[config.mk]
export PLATFORM = sky130hd
export DESIGN_NAME = ula_issue_ctrl
export DESIGN_NICKNAME = d
export VERILOG_FILES = /design/src/rtl/ula_issue_ctrl_pkg.sv /design/src/rtl/ula_reg_bank.sv /design/src/rtl/ula_issue_ctrl.sv
export SDC_FILE = /design/constraint.sdc
export NUM_CORES = 1
export LEC_CHECK = 0
export ABC_AREA = 1
export CORE_MARGIN = 4
export CORE_UTILIZATION = 55
export DETAILED_ROUTE_END_ITERATION = 10
export GPL_ROUTABILITY_DRIVEN = 0
export PLACE_DENSITY = 0.85
export SETUP_SLACK_MARGIN = 0.2
export SYNTH_ARGS = -nofsm -noshare
export SYNTH_HDL_FRONTEND = slang
export SYNTH_SLANG_ARGS = --single-unit
[constraint.sdc]
create_clock -name clk -period 10.2 [get_ports clk]
set_input_delay 2.04 -clock clk [delete_from_list [all_inputs] [get_ports clk]]
set_output_delay 2.04 -clock clk [all_outputs]
set_load 0.005 [all_outputs]
[src/rtl/ula_issue_ctrl_pkg.sv]
// Shared definitions for the ULA issue/writeback stage: datapath sizes,
// opcode encodings, instruction field positions, FSM states and the
// last-arithmetic-op record replayed by rep.
package ula_issue_ctrl_pkg;

  localparam int DATA_W = 16;
  localparam int NREGS  = 8;
  localparam int RIDX_W = 3;
  localparam int REP_W  = 10;
  localparam int OP_W   = 3;

  // Opcodes; 3'b011 and 3'b110 are undefined and reported as illegal
  localparam logic [OP_W-1:0] OP_ADD  = 3'b000;
  localparam logic [OP_W-1:0] OP_SUB  = 3'b001;
  localparam logic [OP_W-1:0] OP_NAND = 3'b010;
  localparam logic [OP_W-1:0] OP_OUT  = 3'b100;
  localparam logic [OP_W-1:0] OP_LDI  = 3'b101;
  localparam logic [OP_W-1:0] OP_REP  = 3'b111;

  // ALU select that passes A straight through (also the idle select)
  localparam logic [OP_W-1:0] ALU_PASS_A = OP_OUT;

  // Instruction field positions; imm overlaps ry
  localparam int OPC_HI = 15;
  localparam int OPC_LO = 13;
  localparam int RX_HI  = 12;
  localparam int RX_LO  = 10;
  localparam int RY_HI  = 9;
  localparam int RY_LO  = 7;
  localparam int IMM_HI = REP_W - 1;
  localparam int IMM_LO = 0;

  typedef enum logic [2:0] {
    S_IDLE,
    S_EXEC,
    S_WB,
    S_REP_EXEC,
    S_REP_WB
  } state_t;

  // Most recent add/sub/nand, replayed by rep; valid=0 means "none"
  typedef struct packed {
    logic              valid;
    logic [OP_W-1:0]   op;
    logic [RIDX_W-1:0] rx;
    logic [RIDX_W-1:0] ry;
  } last_op_t;

  // ALU OpSelect for an opcode: real ops pass through, everything else
  // parks the ALU on pass-A
  function automatic logic [OP_W-1:0] alu_sel(input logic [OP_W-1:0] op);
    logic [OP_W-1:0] sel;
    case (op)
      OP_ADD, OP_SUB, OP_NAND, OP_OUT: sel = op;
      default:                         sel = ALU_PASS_A;
    endcase
    return sel;
  endfunction

endpackage

[src/rtl/ula_reg_bank.sv]
// NREGS x DATA_W register bank: two asynchronous read ports, one
// synchronous write port, async clear on reset.
// Build option ULA_R0_ZERO_EN: R0 reads as zero and writes to it are dropped.
module ula_reg_bank
  import ula_issue_ctrl_pkg::*;
(
  input  logic              clk,
  input  logic              rst,
  input  logic              i_we,
  input  logic [RIDX_W-1:0] i_waddr,
  input  logic [DATA_W-1:0] i_wdata,
  input  logic [RIDX_W-1:0] i_raddr_a,
  input  logic [RIDX_W-1:0] i_raddr_b,
  output logic [DATA_W-1:0] o_rdata_a,
  output logic [DATA_W-1:0] o_rdata_b,
  output logic              o_wr_commit
);

  logic [DATA_W-1:0] r_regs [NREGS];

`ifdef ULA_R0_ZERO_EN
  // R0 is hardwired to zero: reads forced, writes suppressed
  assign o_wr_commit = i_we && (i_waddr != '0);
  assign o_rdata_a   = (i_raddr_a == '0) ? '0 : r_regs[i_raddr_a];
  assign o_rdata_b   = (i_raddr_b == '0) ? '0 : r_regs[i_raddr_b];
`else
  assign o_wr_commit = i_we;
  assign o_rdata_a   = r_regs[i_raddr_a];
  assign o_rdata_b   = r_regs[i_raddr_b];
`endif

  // Register storage: cleared on reset, one write per cycle
  // NOTE: this bank is architecturally visible and must read 0 after
  // reset, so every entry is cleared; that keeps it in flops, not a RAM macro.
  always_ff @(posedge clk or posedge rst) begin
    if (rst) begin
      for (int i = 0; i < NREGS; i++) begin
        r_regs[i] <= '0;
      end
    end else if (o_wr_commit) begin
      // NOTE: non-blocking so every reader this cycle sees the old value.
      r_regs[i_waddr] <= i_wdata;
    end
  end

endmodule

[src/rtl/ula_issue_ctrl.sv]
// Multicycle issue/writeback stage in front of the 16-bit ALU.
// IDLE -> EXEC -> WB per instruction; rep replays the last arithmetic op
// through REP_EXEC/REP_WB pairs. Build option ULA_R0_ZERO_EN (handled in
// ula_reg_bank) makes R0 a constant zero.
module ula_issue_ctrl
  import ula_issue_ctrl_pkg::*;
(
  input  logic              clk,
  input  logic              rst,
  input  logic [DATA_W-1:0] instr,
  input  logic              instr_valid,
  output logic              instr_ready,
  output logic [DATA_W-1:0] alu_a,
  output logic [DATA_W-1:0] alu_ry,
  output logic [OP_W-1:0]   alu_op,
  input  logic [DATA_W-1:0] alu_result,
  output logic [DATA_W-1:0] out_data,
  output logic              out_valid,
  output logic              busy_rep,
  output logic              illegal
);

  state_t            r_state;
  state_t            w_next_state;
  logic [DATA_W-1:0] r_instr;
  last_op_t          r_last;
  logic [REP_W-1:0]  r_count;
  logic [DATA_W-1:0] r_alu_a;
  logic [DATA_W-1:0] r_alu_ry;
  logic [OP_W-1:0]   r_alu_op;
  logic [DATA_W-1:0] r_out_data;
  logic              r_out_valid;
  logic              r_illegal;

  // Fields of the latched instruction
  logic [OP_W-1:0]   w_op;
  logic [RIDX_W-1:0] w_rx;
  logic [RIDX_W-1:0] w_ry;
  logic [REP_W-1:0]  w_imm;

  assign w_op  = r_instr[OPC_HI:OPC_LO];
  assign w_rx  = r_instr[RX_HI:RX_LO];
  assign w_ry  = r_instr[RY_HI:RY_LO];
  assign w_imm = r_instr[IMM_HI:IMM_LO];

  // Control produced by the FSM
  logic              w_load_ops;
  logic [OP_W-1:0]   w_next_alu_op;
  logic [RIDX_W-1:0] w_raddr_a;
  logic [RIDX_W-1:0] w_raddr_b;
  logic              w_we;
  logic [RIDX_W-1:0] w_waddr;
  logic [DATA_W-1:0] w_wdata;
  logic              w_set_count;
  logic              w_dec_count;
  logic              w_upd_last;
  logic              w_cap_out;
  logic              w_flag_ill;

  // Register bank interface
  logic [DATA_W-1:0] w_rd_a;
  logic [DATA_W-1:0] w_rd_b;
  logic              w_wr_commit;
  logic [DATA_W-1:0] w_opnd_a;
  logic [DATA_W-1:0] w_opnd_b;

  ula_reg_bank u_reg_bank (
    .clk         (clk),
    .rst         (rst),
    .i_we        (w_we),
    .i_waddr     (w_waddr),
    .i_wdata     (w_wdata),
    .i_raddr_a   (w_raddr_a),
    .i_raddr_b   (w_raddr_b),
    .o_rdata_a   (w_rd_a),
    .o_rdata_b   (w_rd_b),
    .o_wr_commit (w_wr_commit)
  );

  // Operands for the next EXEC are loaded on the same edge REP_WB writes
  // the bank, so a committed write is forwarded to keep replays chained.
  assign w_opnd_a = (w_wr_commit && (w_waddr == w_raddr_a)) ? w_wdata : w_rd_a;
  assign w_opnd_b = (w_wr_commit && (w_waddr == w_raddr_b)) ? w_wdata : w_rd_b;

  // Next-state and per-state control decode
  always_comb begin
    // NOTE: every output gets a default first, so no path infers a latch.
    w_next_state  = r_state;
    w_raddr_a     = r_last.rx;
    w_raddr_b     = r_last.ry;
    w_load_ops    = 1'b0;
    w_next_alu_op = ALU_PASS_A;
    w_we          = 1'b0;
    w_waddr       = r_last.rx;
    w_wdata       = alu_result;
    w_set_count   = 1'b0;
    w_dec_count   = 1'b0;
    w_upd_last    = 1'b0;
    w_cap_out     = 1'b0;
    w_flag_ill    = 1'b0;

    case (r_state)
      S_IDLE: begin
        w_raddr_a = instr[RX_HI:RX_LO];
        w_raddr_b = instr[RY_HI:RY_LO];
        if (instr_valid) begin
          w_next_state  = S_EXEC;
          w_load_ops    = 1'b1;
          w_next_alu_op = alu_sel(instr[OPC_HI:OPC_LO]);
        end
      end

      S_EXEC: w_next_state = S_WB;

      S_WB: begin
        w_next_state = S_IDLE;
        case (w_op)
          OP_ADD, OP_SUB, OP_NAND: begin
            w_we       = 1'b1;
            w_waddr    = w_rx;
            w_wdata    = alu_result;
            w_upd_last = 1'b1;
          end
          OP_OUT: w_cap_out = 1'b1;
          OP_LDI: begin
            w_we    = 1'b1;
            w_waddr = w_rx;
            w_wdata = {{(DATA_W - REP_W){1'b0}}, w_imm};
          end
          OP_REP: begin
            if ((w_imm != '0) && r_last.valid) begin
              w_next_state  = S_REP_EXEC;
              w_set_count   = 1'b1;
              w_load_ops    = 1'b1;
              w_next_alu_op = r_last.op;
            end
          end
          default: w_flag_ill = 1'b1;
        endcase
      end

      S_REP_EXEC: w_next_state = S_REP_WB;

      S_REP_WB: begin
        w_we        = 1'b1;
        w_waddr     = r_last.rx;
        w_wdata     = alu_result;
        w_dec_count = 1'b1;
        if (r_count == REP_W'(1)) begin
          w_next_state = S_IDLE;
        end else begin
          w_next_state  = S_REP_EXEC;
          w_load_ops    = 1'b1;
          w_next_alu_op = r_last.op;
        end
      end

      default: w_next_state = S_IDLE;
    endcase
  end

  // FSM state register
  always_ff @(posedge clk or posedge rst) begin
    if (rst) r_state <= S_IDLE;
    else     r_state <= w_next_state;
  end

  // Instruction latch, last arithmetic op and repeat counter
  always_ff @(posedge clk or posedge rst) begin
    if (rst) begin
      r_instr <= '0;
      r_last  <= '0;
      r_count <= '0;
    end else begin
      if ((r_state == S_IDLE) && instr_valid) r_instr <= instr;
      if (w_upd_last) r_last <= '{valid: 1'b1, op: w_op, rx: w_rx, ry: w_ry};
      if (w_set_count)      r_count <= w_imm;
      else if (w_dec_count) r_count <= r_count - 1'b1;
    end
  end

  // ALU operand and select registers, held stable through EXEC and WB
  always_ff @(posedge clk or posedge rst) begin
    if (rst) begin
      r_alu_a  <= '0;
      r_alu_ry <= '0;
      r_alu_op <= ALU_PASS_A;
    end else if (w_load_ops) begin
      r_alu_a  <= w_opnd_a;
      r_alu_ry <= w_opnd_b;
      r_alu_op <= w_next_alu_op;
    end
  end

  // Output port data and the one-cycle out_valid / illegal pulses
  always_ff @(posedge clk or posedge rst) begin
    if (rst) begin
      r_out_data  <= '0;
      r_out_valid <= 1'b0;
      r_illegal   <= 1'b0;
    end else begin
      if (w_cap_out) r_out_data <= alu_result;
      r_out_valid <= w_cap_out;
      r_illegal   <= w_flag_ill;
    end
  end

  assign instr_ready = (r_state == S_IDLE);
  assign busy_rep    = (r_state == S_REP_EXEC) || (r_state == S_REP_WB);
  assign alu_a       = r_alu_a;
  assign alu_ry      = r_alu_ry;
  assign alu_op      = r_alu_op;
  assign out_data    = r_out_data;
  assign out_valid   = r_out_valid;
  assign illegal     = r_illegal;

endmodule
=== After elaboration in Yosys (flattened, before gate mapping) ===
Cells that the tools add are included.

* Flip-flop bits (word level): 220
* Latch bits: 0
* Bits in writable memories: 0
* Memory bits (read-only): 0
* Input bits: 35
* Output and inout port bits: 55
* Word-level logic and storage cells: 105
* Memories kept: 0

* $add $sub $neg: 1
* $mul: 0
* Divide/modulo/power cells: 0
* $lt $le $gt $ge: 4
* Eq/ne operators: 16
* Shift operators: 0
* Multiplexer cells: 45
* Bitwise gates (word level): 3
* Reduce and logical (&&, ||, !) cells: 15

{| class="wikitable"
|+ Operators with widths
! kind !! number
|-
| $mux 16 || 9
|-
| $bwmux 128 || 1
|-
| $bmux 16 s3 || 2
|-
| $demux 16 s3 || 1
|-
| $mux 3 || 10
|-
| $mux 10 || 2
|-
| $eq 3x3->1 const B || 5
|-
| $pmux 3 s5 || 1
|-
| $mux 1 || 13
|-
| $eq 3x2->1 const B || 4
|-
| $ge 4x4->1 const B || 3
|-
| $not 3->4 || 3
|-
| $eq 10x1->1 const B || 1
|-
| $reduce_bool 10->1 || 1
|-
| $sub 10x1->10 const B || 1
|-
| $eq 3x1->1 const B || 3
|-
| $logic_not 3->1 || 3
|-
| $pmux 3 s3 || 1
|-
| $reduce_or 4->1 || 2
|-
| $eq 3x3->1 || 2
|-
| $mux 2 || 3
|-
| $reduce_or 6->1 || 1
|-
| $logic_and 1x1->1 || 5
|-
| $lt 4x1->1 const B || 1
|-
| other kinds (6) || 6
|}

=== Logic depth before layout (Yosys ltp) ===
Gate-level depths: netlist (run 1).

* Depth in word-level cells: 10
* Depth in mapped cells: 14
* Depth with buffers taken out: 13

=== Hierarchy ===
From an unflattened synthesis (run 1), not the netlist that was laid out.

* Cell total of the unflattened synthesis: 1829
* Area total of the unflattened synthesis: 12441.9 µm²

{| class="wikitable"
|+ Modules (own cells, without submodules)
! module !! instances !! cells an instance !! area each (µm²) !! seq. area each (µm²)
|-
| ula_reg_bank || 1 || 1167 || 7502.2 || 3203.1
|-
| ula_issue_ctrl || 1 || 662 || 4939.7 || 2303.5
|}

=== Least setup slack after synthesis (run 1) ===
OpenSTA, ideal clock, no wires.

* Path kind: input-to-reg
* Start: input instr[10]
* End: register r_alu_a[0] (netlist: alu_a[0])
* Setup time: 0.118 ns
* Arrival time: 3.031 ns
* Required time: 10.082 ns
* Slack: 7.051 ns
* Cell stages on the path: 12
* Path buffers: 2
* Cells stage by stage: inv_1 -> nand3_2 -> nand2_1 -> buf_2 -> buf_4 -> nand2_1 -> nand3_1 -> nand3_1 -> nand2_1 -> nand2_1 -> nand3_1 -> nand2_1

* Cells in the longest elaborated chain, start to end: 6
* Elaborated cells on any way between the ends: 8
* Classes of those cells: eq/ne (1); mux (5); bitwise (1); reduce/logical (1)

{| class="wikitable"
|+ RTL lines
! element !! line !! RTL
|-
| from (decl) || ula_issue_ctrl.sv:10 || <nowiki>input logic [DATA_W-1:0] instr,</nowiki>
|-
| $mux 3 (*) || ula_issue_ctrl.sv:102 || <nowiki>case (r_state)</nowiki>
|-
| $not 3->4 (not written as such) || ula_reg_bank.sv:28 || <nowiki>assign o_rdata_a = r_regs[i_raddr_a];</nowiki>
|-
| $bmux 16 s3 || ula_reg_bank.sv:28 ||
|-
| $mux 16 (not written as such) (2 in a row) || ula_reg_bank.sv:28 ||
|-
| $mux 16 (*) || ula_issue_ctrl.sv:82 || <nowiki>assign w_opnd_a = (w_wr_commit && (w_waddr == w_raddr_a)) ? w_wdata : w_rd_a;</nowiki>
|-
| to (signal assigned) || ula_issue_ctrl.sv:189 || <nowiki>r_alu_a <= w_opnd_a;</nowiki>
|-
| to (decl) || ula_issue_ctrl.sv:28 || <nowiki>logic [DATA_W-1:0] r_alu_a;</nowiki>
|}

Every way passes the cells marked *; elsewhere a longest branch is shown, timed or not. The select of a mux whose other input is x is not followed.
A chain may end at the register's enable or synchronous reset.

=== Worst setup path in the final report (run 1) ===
* Start: register r_state[1]
* End: output instr_ready

* Cells in the longest elaborated chain, start to end: 1

{| class="wikitable"
|+ RTL lines
! element !! line !! RTL
|-
| from (decl) || ula_issue_ctrl.sv:23 || <nowiki>state_t r_state;</nowiki>
|-
| from (signal assigned) || ula_issue_ctrl.sv:165 || <nowiki>else r_state <= w_next_state;</nowiki>
|-
| $logic_not 3->1 || ula_issue_ctrl.sv:208 || <nowiki>assign instr_ready = (r_state == S_IDLE);</nowiki>
|-
| to (decl) || ula_issue_ctrl.sv:12 || <nowiki>output logic instr_ready,</nowiki>
|}

Every way passes these cells.

==> summary.txt, run 1 <==
Hold path
  – Class of the tightest hold or removal check: reg2reg

Worst setup path
  – WP data arrival: 2.46 ns
  – Kind of capture point of the worst setup path: output port
  – Worst Path Max Fanout: 15
  – Data required time of the worst path: 8.16 ns
  – Crit Path Category: reg2out
  – Sort of element at the start of the critical path: register

Cells and area
  – Fraction of layout instances using a drive strength above 1: 0.05879
  – Most common cell after layout, fill and taps aside: sky130_fd_sc_hd__nand2_1
  – Highest-count cells in the layout ignoring fill and taps: sky130_fd_sc_hd__nand2_1 (671), sky130_fd_sc_hd__nand3_1 (293), sky130_fd_sc_hd__dfrtp_1 (219)
  – Final net count: 1789
  – Synthesis-to-layout area growth: 14.64%
  – Final design utilization: 0.6503
  – Number of antenna diodes: 0

Timing
  – Timing-limited maximum frequency: 222.3 MHz
  – Worst slew margin relative to its limit: 0.09109
  – Post-layout min period: 4.498 ns
  – Sum Neg Setup Slack: 0 ns
  – Setup skew after layout: 0.01002 ns
  – Max-slew violations: 0
  – Ratio of final minimum period to clock period: 0.4410
  – Final Hold Fails: 0
  – Setup violations, final: 0
  – Worst Tran Pin Value: 1.360 ns
  – RSZ-0062 raised after global routing: false

Drt
  – Detail-routed net length per standard cell: 17.62 microns
  – Count of routing violations after the opening detailed-route iteration: 1470
  – DRC errors left: 0
  – Via total after detailed routing: 11866
  – Post-detailed-route count of antenna-violating nets: 0
  – Post-detailed-route via-to-cell ratio: 5.805
  – WL final: 36020 microns
  – Detailed-routing iteration count for the pre-antenna-repair pass: 6

Logic synthesis
  – Register area share after synthesis: 0.4560
  – Number of enable-type register cells in the synthesized netlist: 0
  – Total of warnings raised by yosys: 0
  – Syn avg cell area: 7.045 sq um
  – Main flop type after synthesis: sky130_fd_sc_hd__dfrtp_1
  – Post-synthesis instance area: 12080 sq um
  – Flops & latches, synth: 220
  – Synthesized instance count: 1714
  – Library cells used by synthesis: 38
  – FFs w/ async S/R, synth: 1.000
  – Number of nets in the synthesized netlist: 1751

Clock network
  – Deepest clock path buffer count: 3
  – Worst-path clk slew: 0.06 ns
  – TritonCTS buffer count: 24
  – CTS HTree Levels: 1
  – Number of hold buffers added after cts: 0
  – Post-cts gate resize count: 0
  – TritonCTS clock tree: done
  – Clock latency on the worst-skew pair: 0.52 ns
  – Clock Root Buffer: sky130_fd_sc_hd__clkbuf_16
  – Post-CTS setup buffer count: 0
  – Clock Sink Count: 220

Run status
  – Result of the run: complete, no violations

GRT
  – Via count of the first global-routing pass: 11867
  – Wire length of the first global-routing pass: 58470 microns
  – Grt ovf: 0
  – Initial antenna violation count: 0
  – GR Util All Layers: 0.2938
  – Maximum number of pins on one net before global-route repair: 154

Power
  – Maximum VDD drop: 0.0002465 V
  – Final total power: 5.201 mW
  – Static leakage: 7.319 nW
  – Total power density per cell area: 375.7 nW/um^2

Flow run
  – Max-cap check violation count: 0

Floorplanning
  – I/O pin count: 90
  – Die height: 156.2 microns
  – Std cell rows: 53
  – Core box area: 21290 sq um
  – Initial cell density of the core: 0.5673
  – Die span in x: 156.2 microns
  – Overall die area: 24390 sq um

Place
  – I/O Buffers: 89
  – Half-perimeter wire length after detailed placement: 22800 microns
==> synthesized netlist by cell type, types with 4 or more instances <==
cell type / n / area, sq um
sky130_fd_sc_hd__nor2_4: 5 / 56.30
sky130_fd_sc_hd__buf_1: 10 / 37.54
sky130_fd_sc_hd__nand3_1: 293 / 1466
sky130_fd_sc_hd__buf_2: 46 / 230.2
sky130_fd_sc_hd__nand2_2: 11 / 68.82
sky130_fd_sc_hd__nor2_1: 24 / 90.09
sky130_fd_sc_hd__nor3_1: 4 / 20.02
sky130_fd_sc_hd__nand3_2: 5 / 50.05
sky130_fd_sc_hd__o21ai_0: 69 / 345.3
sky130_fd_sc_hd__inv_1: 180 / 675.7
sky130_fd_sc_hd__o211ai_1: 4 / 30.03
sky130_fd_sc_hd__nand2_1: 673 / 2526
sky130_fd_sc_hd__inv_2: 6 / 22.52
sky130_fd_sc_hd__o21ai_1: 95 / 475.5
sky130_fd_sc_hd__o21ai_2: 11 / 96.34
sky130_fd_sc_hd__buf_6: 4 / 45.04
sky130_fd_sc_hd__clkbuf_1: 25 / 93.84
sky130_fd_sc_hd__dfrtp_1: 219 / 5480
==> power breakdown <==
| group | switching (mW) | internal [mW] | total [mW] |
|---|---|---|---|
| sequential | 0.268 | 1.28 | 1.55 |
| combinational | 1.79 | 0.923 | 2.72 |
| clock | 0.371 | 0.561 | 0.932 |
| total | 2.43 | 2.77 | 5.20 |
==> critical path, cell delays in order, from the launching register on <==
cell and delay (ns):
sky130_fd_sc_hd__dfrtp_1 0.43, sky130_fd_sc_hd__nor2_2 0.47, sky130_fd_sc_hd__nand2_2 0.37, sky130_fd_sc_hd__inv_1 0.15, sky130_fd_sc_hd__clkdlybuf4s50_1 0.52
==> stage by stage <==
| step | cells | setup WS, ns | area, sq um | hold slack [ns] |
|---|---|---|---|---|
| 2_1_floorplan | 1714 | 2.141 | 12080 | 0.4232 |
| 3_3_place_gp | 2001 | 5.344 | 13000 | 0.4544 |
| 3_5_place_dp | 2001 | 5.291 | 13000 | 0.4634 |
| 4_1_cts | 2044 | 5.720 | 13840 | 0.4754 |
| 5_1_grt | 2044 | 5.522 | 13840 | 0.5018 |
| 6_report | 2044 | 5.702 | 13840 | 0.4719 |
==> layer usage <==
metal / GRT usage / part of all wire / vias up
met1: 0.3609 / 0.37 / 5510
met2: 0.4888 / 0.47 / 665
met3: 0.04549 / 0.092 / 178
met5: 0 / 0 / -
met4: 0.1785 / 0.070 / 0
li1: - / - / 5513
==> final cells by class <==
| type | instances | area [sq um] |
|---|---|---|
| Fill cell | 1778 | 7443 |
| Sequential cell | 220 | 5507 |
| Multi-Input combinational cell | 1219 | 5461 |
| Timing Repair Buffer | 100 | 973.4 |
| Inverter | 187 | 709.4 |
| Clock buffer | 32 | 701.9 |
| Tap cell | 275 | 344.1 |
| Clock inverter | 11 | 146.4 |
==> worst paths after layout <==
path                                              end  cells past startpoint         start  slack (ns)
worst max-delay path                      instr_ready                      4    r_state[1]        5.70
worst min-delay path                     out_data[12]                      2  out_data[12]        0.47
worst max register to register              alu_a[15]                     12    r_state[1]        6.31
worst min register to register           out_data[12]                      2  out_data[12]        0.47
max in group asynchronous                  r_instr[3]                      3           rst        6.60
min in group asynchronous       u_reg_bank.r_regs[37]                      2           rst        2.15
==> state kept, by name, summed over array words and instances, names as in the netlist <==
signal	count
r_count	10
r_state	3
out_valid	1
alu_a	16
u_reg_bank.r_regs	128
r_last	10
alu_ry	16
alu_op	3
r_instr	16
illegal	1
out_data	16
==> cells by family after synthesis <==
family	count (synthesis)	synth area share
DFF	220	0.4560
and+or+nand+nor	1027	0.3629
AOI/OAI and AO/OA	188	0.08393
xor gates and xnor gates	2	0.001451
buffers and inverters	275	0.09367
adders and majority gates	2	0.002072
No activity file was read; power rests on OpenSTA's default activity.
==> run 2: changes to the inputs <==
- clock period: 10.2 -> 4.3 ns (I/O delays scaled with it)
==> run 2 against run 1 <==
  * Register-to-register slack worse by 5.2 ns
  * Non-clock buffer count is 7 higher
  * First-iteration DRC count up 16%
  * Global-route usage rose by 0.76 points
  * Critical path depth is the same
  * Worst setup slack worse by 4.7 ns
  * Wire length increased by 1.3%
  * Critical endpoint unchanged
  * Largest cell class unchanged
  * Highest routed layer unchanged
==> summary.txt, run 2 (synthesis results as in run 1) <==
Hold path
  – Hold Crit Start: alu_op[2]
  – Cell depth of the worst min-delay path: 2 (unchanged)
  – Hold Path Sink: alu_op[2]
  – Class of the tightest hold or removal check: reg2reg

Power
  – Portion of total power attributed to combinational logic: 0.529 (+0.007)
  – Portion of total power attributed to sequential cells: 0.303 (+0.004)
  – Static leakage: 7.317 nW (about the same)
  – Net switching component of the power: 5.793 mW (+140%)
  – Maximum VDD drop: 0.0006005 V (+140%)
  – Final total power: 12.27 mW (+140%)
  – Clock power share: 0.169 (-0.010)
  – Total power density per cell area: 886.3 nW/um^2 (+140%)
  – P_int: 6.473 mW (+130%)
  – Switching share of power: 0.4723 (+0.004586)

Cells and area
  – Flip-flop count of the largest register after layout: 128 (unchanged)
  – Synthesis-to-layout area growth: 14.61% (about the same)
  – Final net count: 1797 (+0.45%)
  – Highest-count cells in the layout ignoring fill and taps: sky130_fd_sc_hd__nand2_1 (670), sky130_fd_sc_hd__nand3_1 (293), sky130_fd_sc_hd__dfrtp_1 (219)
  – Multi-input gate area: 5449 sq um (-0.23%)
  – Final instance area: 13840 sq um (about the same)
  – Fraction of layout instances using a drive strength above 1: 0.06074 (+0.001952)
  – Number of antenna diodes: 0 (unchanged)
  – Filler cells: 1803 (+1.4%)
  – Most common cell after layout, fill and taps aside: sky130_fd_sc_hd__nand2_1
  – Non-filler instance count after layout: 2053 (+0.44%)
  – Combined flip-flop and latch cell area: 5507 sq um (unchanged)
  – Largest reg by FF count: u_reg_bank.r_regs

Worst setup path
  – Kind of capture point of the worst setup path: output port
  – Sort of element at the start of the critical path: register
  – WP data arrival: 2.46 ns (about the same)
  – Endpoint of the most critical register-to-register path: alu_a[14]
  – Worst Path Max Fanout: 15 (unchanged)
  – Data required time of the worst path: 3.44 ns (-4.72 ns)
  – R2r setup slk: 1.08 ns (-5.23 ns)
  – Crit Path Category: reg2out
  – Number of cells on the worst reg-to-reg path: 12 (unchanged)
  – FF-to-FF Start: r_state[1]

Timing
  – Worst Tran Pin Value: 1.300 ns (-0.06000 ns)
  – Timing-limited maximum frequency: 300.8 MHz
  – Sum Neg Setup Slack: 0 ns (unchanged)
  – Ratio of final minimum period to clock period: 0.7732
  – Final Hold Fails: 0 (unchanged)
  – Setup skew after layout: 0.01301 ns (+0.002985 ns)
  – Worst slew margin relative to its limit: 0.1312 (+0.04010)
  – RSZ-0062 raised after global routing: false
  – Max-slew violations: 0 (unchanged)
  – Post-layout min period: 3.325 ns
  – Setup violations, final: 0 (unchanged)
  – Post-route worst hold slack: 0.4721 ns (+0.0002020 ns)

Clock network
  – Clock latency on the worst-skew pair: 0.53 ns (about the same)
  – Post-CTS setup buffer count: 0 (unchanged)
  – Worst-path clk slew: 0.06 ns (about the same)
  – Clock Sink Count: 220 (unchanged)
  – Post-cts gate resize count: 0 (unchanged)
  – TritonCTS clock tree: done
  – TritonCTS buffer count: 25 (+4.2%)
  – Deepest clock path buffer count: 3 (unchanged)
  – CTS HTree Levels: 1 (unchanged)
  – Clock Root Buffer: sky130_fd_sc_hd__clkbuf_16
  – Number of hold buffers added after cts: 0 (unchanged)

Drt
  – Via total after detailed routing: 12029 (+1.4%)
  – WL final: 36490 microns (+1.3%)
  – Detailed-routing iteration count for the pre-antenna-repair pass: 8 (+2)
  – DRC errors left: 0 (unchanged)
  – Post-detailed-route via-to-cell ratio: 5.859 (+0.93%)
  – Post-detailed-route count of antenna-violating nets: 0 (unchanged)
  – Count of routing violations after the opening detailed-route iteration: 1700 (+16%)
  – Detail-routed net length per standard cell: 17.77 microns (+0.85%)

Floorplanning
  – Overall die area: 24390 sq um (unchanged)
  – Core box area: 21290 sq um (unchanged)
  – Die height: 156.2 microns (unchanged)
  – Die span in x: 156.2 microns (unchanged)
  – Std cell rows: 53 (unchanged)
  – Initial cell density of the core: 0.5673 (unchanged)
  – I/O pin count: 90 (unchanged)

Place
  – Half-perimeter wire length after detailed placement: 23750 microns (+4.2%)
  – Placed inst area: 13060 sq um (+0.47%)
  – I/O Buffers: 89 (unchanged)
  – Number of placed instances with taps included: 2008 (+0.35%)

GRT
  – Met2 capacity usage during global routing: 0.4861 (-0.002669)
  – Maximum number of pins on one net before global-route repair: 143 (-7.1%)
  – Wire length of the first global-routing pass: 59840 microns (+2.3%)
  – Initial antenna violation count: 0 (unchanged)
  – GR Util All Layers: 0.3013 (+0.007551)
  – Busiest layer in global routing: met2
  – Grt ovf: 0 (unchanged)
  – M3 GR Usage: 0.04632 (+0.0008322)
  – Via count of the first global-routing pass: 11877 (+0.084%)
  – Global Route met1 Usage: 0.3842 (+0.02328)

Flow run
  – Max-cap check violation count: 0 (unchanged)

Run status
  – Result of the run: complete, no violations
run 2: cell types whose count changed in the layout (fill, tap and decap cells not counted), sizes merged:
cell      before  now
clkinv         6    5
clkbuf        32   37
bufinv         3    1
buf           11   18
inv          187  185
clkinvlp       2    4
run 2: area by class of cell:
| type | instances | share of cell area |
|---|---|---|
| multi-input cells | 1219 | 0.3937 |
| repair buffers | 107 | 0.07594 |
| clock inverters | 8 | 0.005244 |
| flip-flops and latches | 220 | 0.3979 |
| inverters | 187 | 0.05099 |
| clock buffers | 37 | 0.05135 |
| well taps | 275 | 0.02486 |
run 2: how the worst max path moves through the flow:
stage	startpoint	to	depth (start not counted)
floorplan	rst	alu_a[0]	1
global placement	instr[12]	alu_a[14]	12
detailed placement	instr[12]	alu_a[14]	12
CTS	r_state[1]	instr_ready	4
global route	r_state[1]	alu_a[14]	12
finish	r_state[1]	instr_ready	4
run 2: through the flow:
step,setup WS (ns),util
after detailed placement,1.039,0.6134
after global placement,1.108,0.6134
after global routing,0.7846,0.6502
after floorplan,0.5727,-
final,0.9752,0.6502
after CTS,0.9804,0.6502
run 2: routing by layer:
metal	share of wire	vias up
met5	0	-
met4	0.066	0
met3	0.096	210
met2	0.47	731
met1	0.37	5562
li1	-	5526
run 2: power groups by stage:
stage                     clock [mW]  sequential [mW]  combinational [mW]
after CTS                       2.07             3.69                6.35
after detailed placement           0             3.69                6.30
after floorplan                    0             3.55                4.43
after global routing            2.17             3.82                7.21
final                           2.07             3.71                6.49
after global placement             0             3.66                6.08
run 2: critical path: stages (launching register included):
cell and delay, ns:
sky130_fd_sc_hd__dfrtp_1 0.44, sky130_fd_sc_hd__nor2_2 0.47, sky130_fd_sc_hd__nand2_2 0.34, sky130_fd_sc_hd__inv_1 0.17, sky130_fd_sc_hd__clkdlybuf4s50_1 0.51
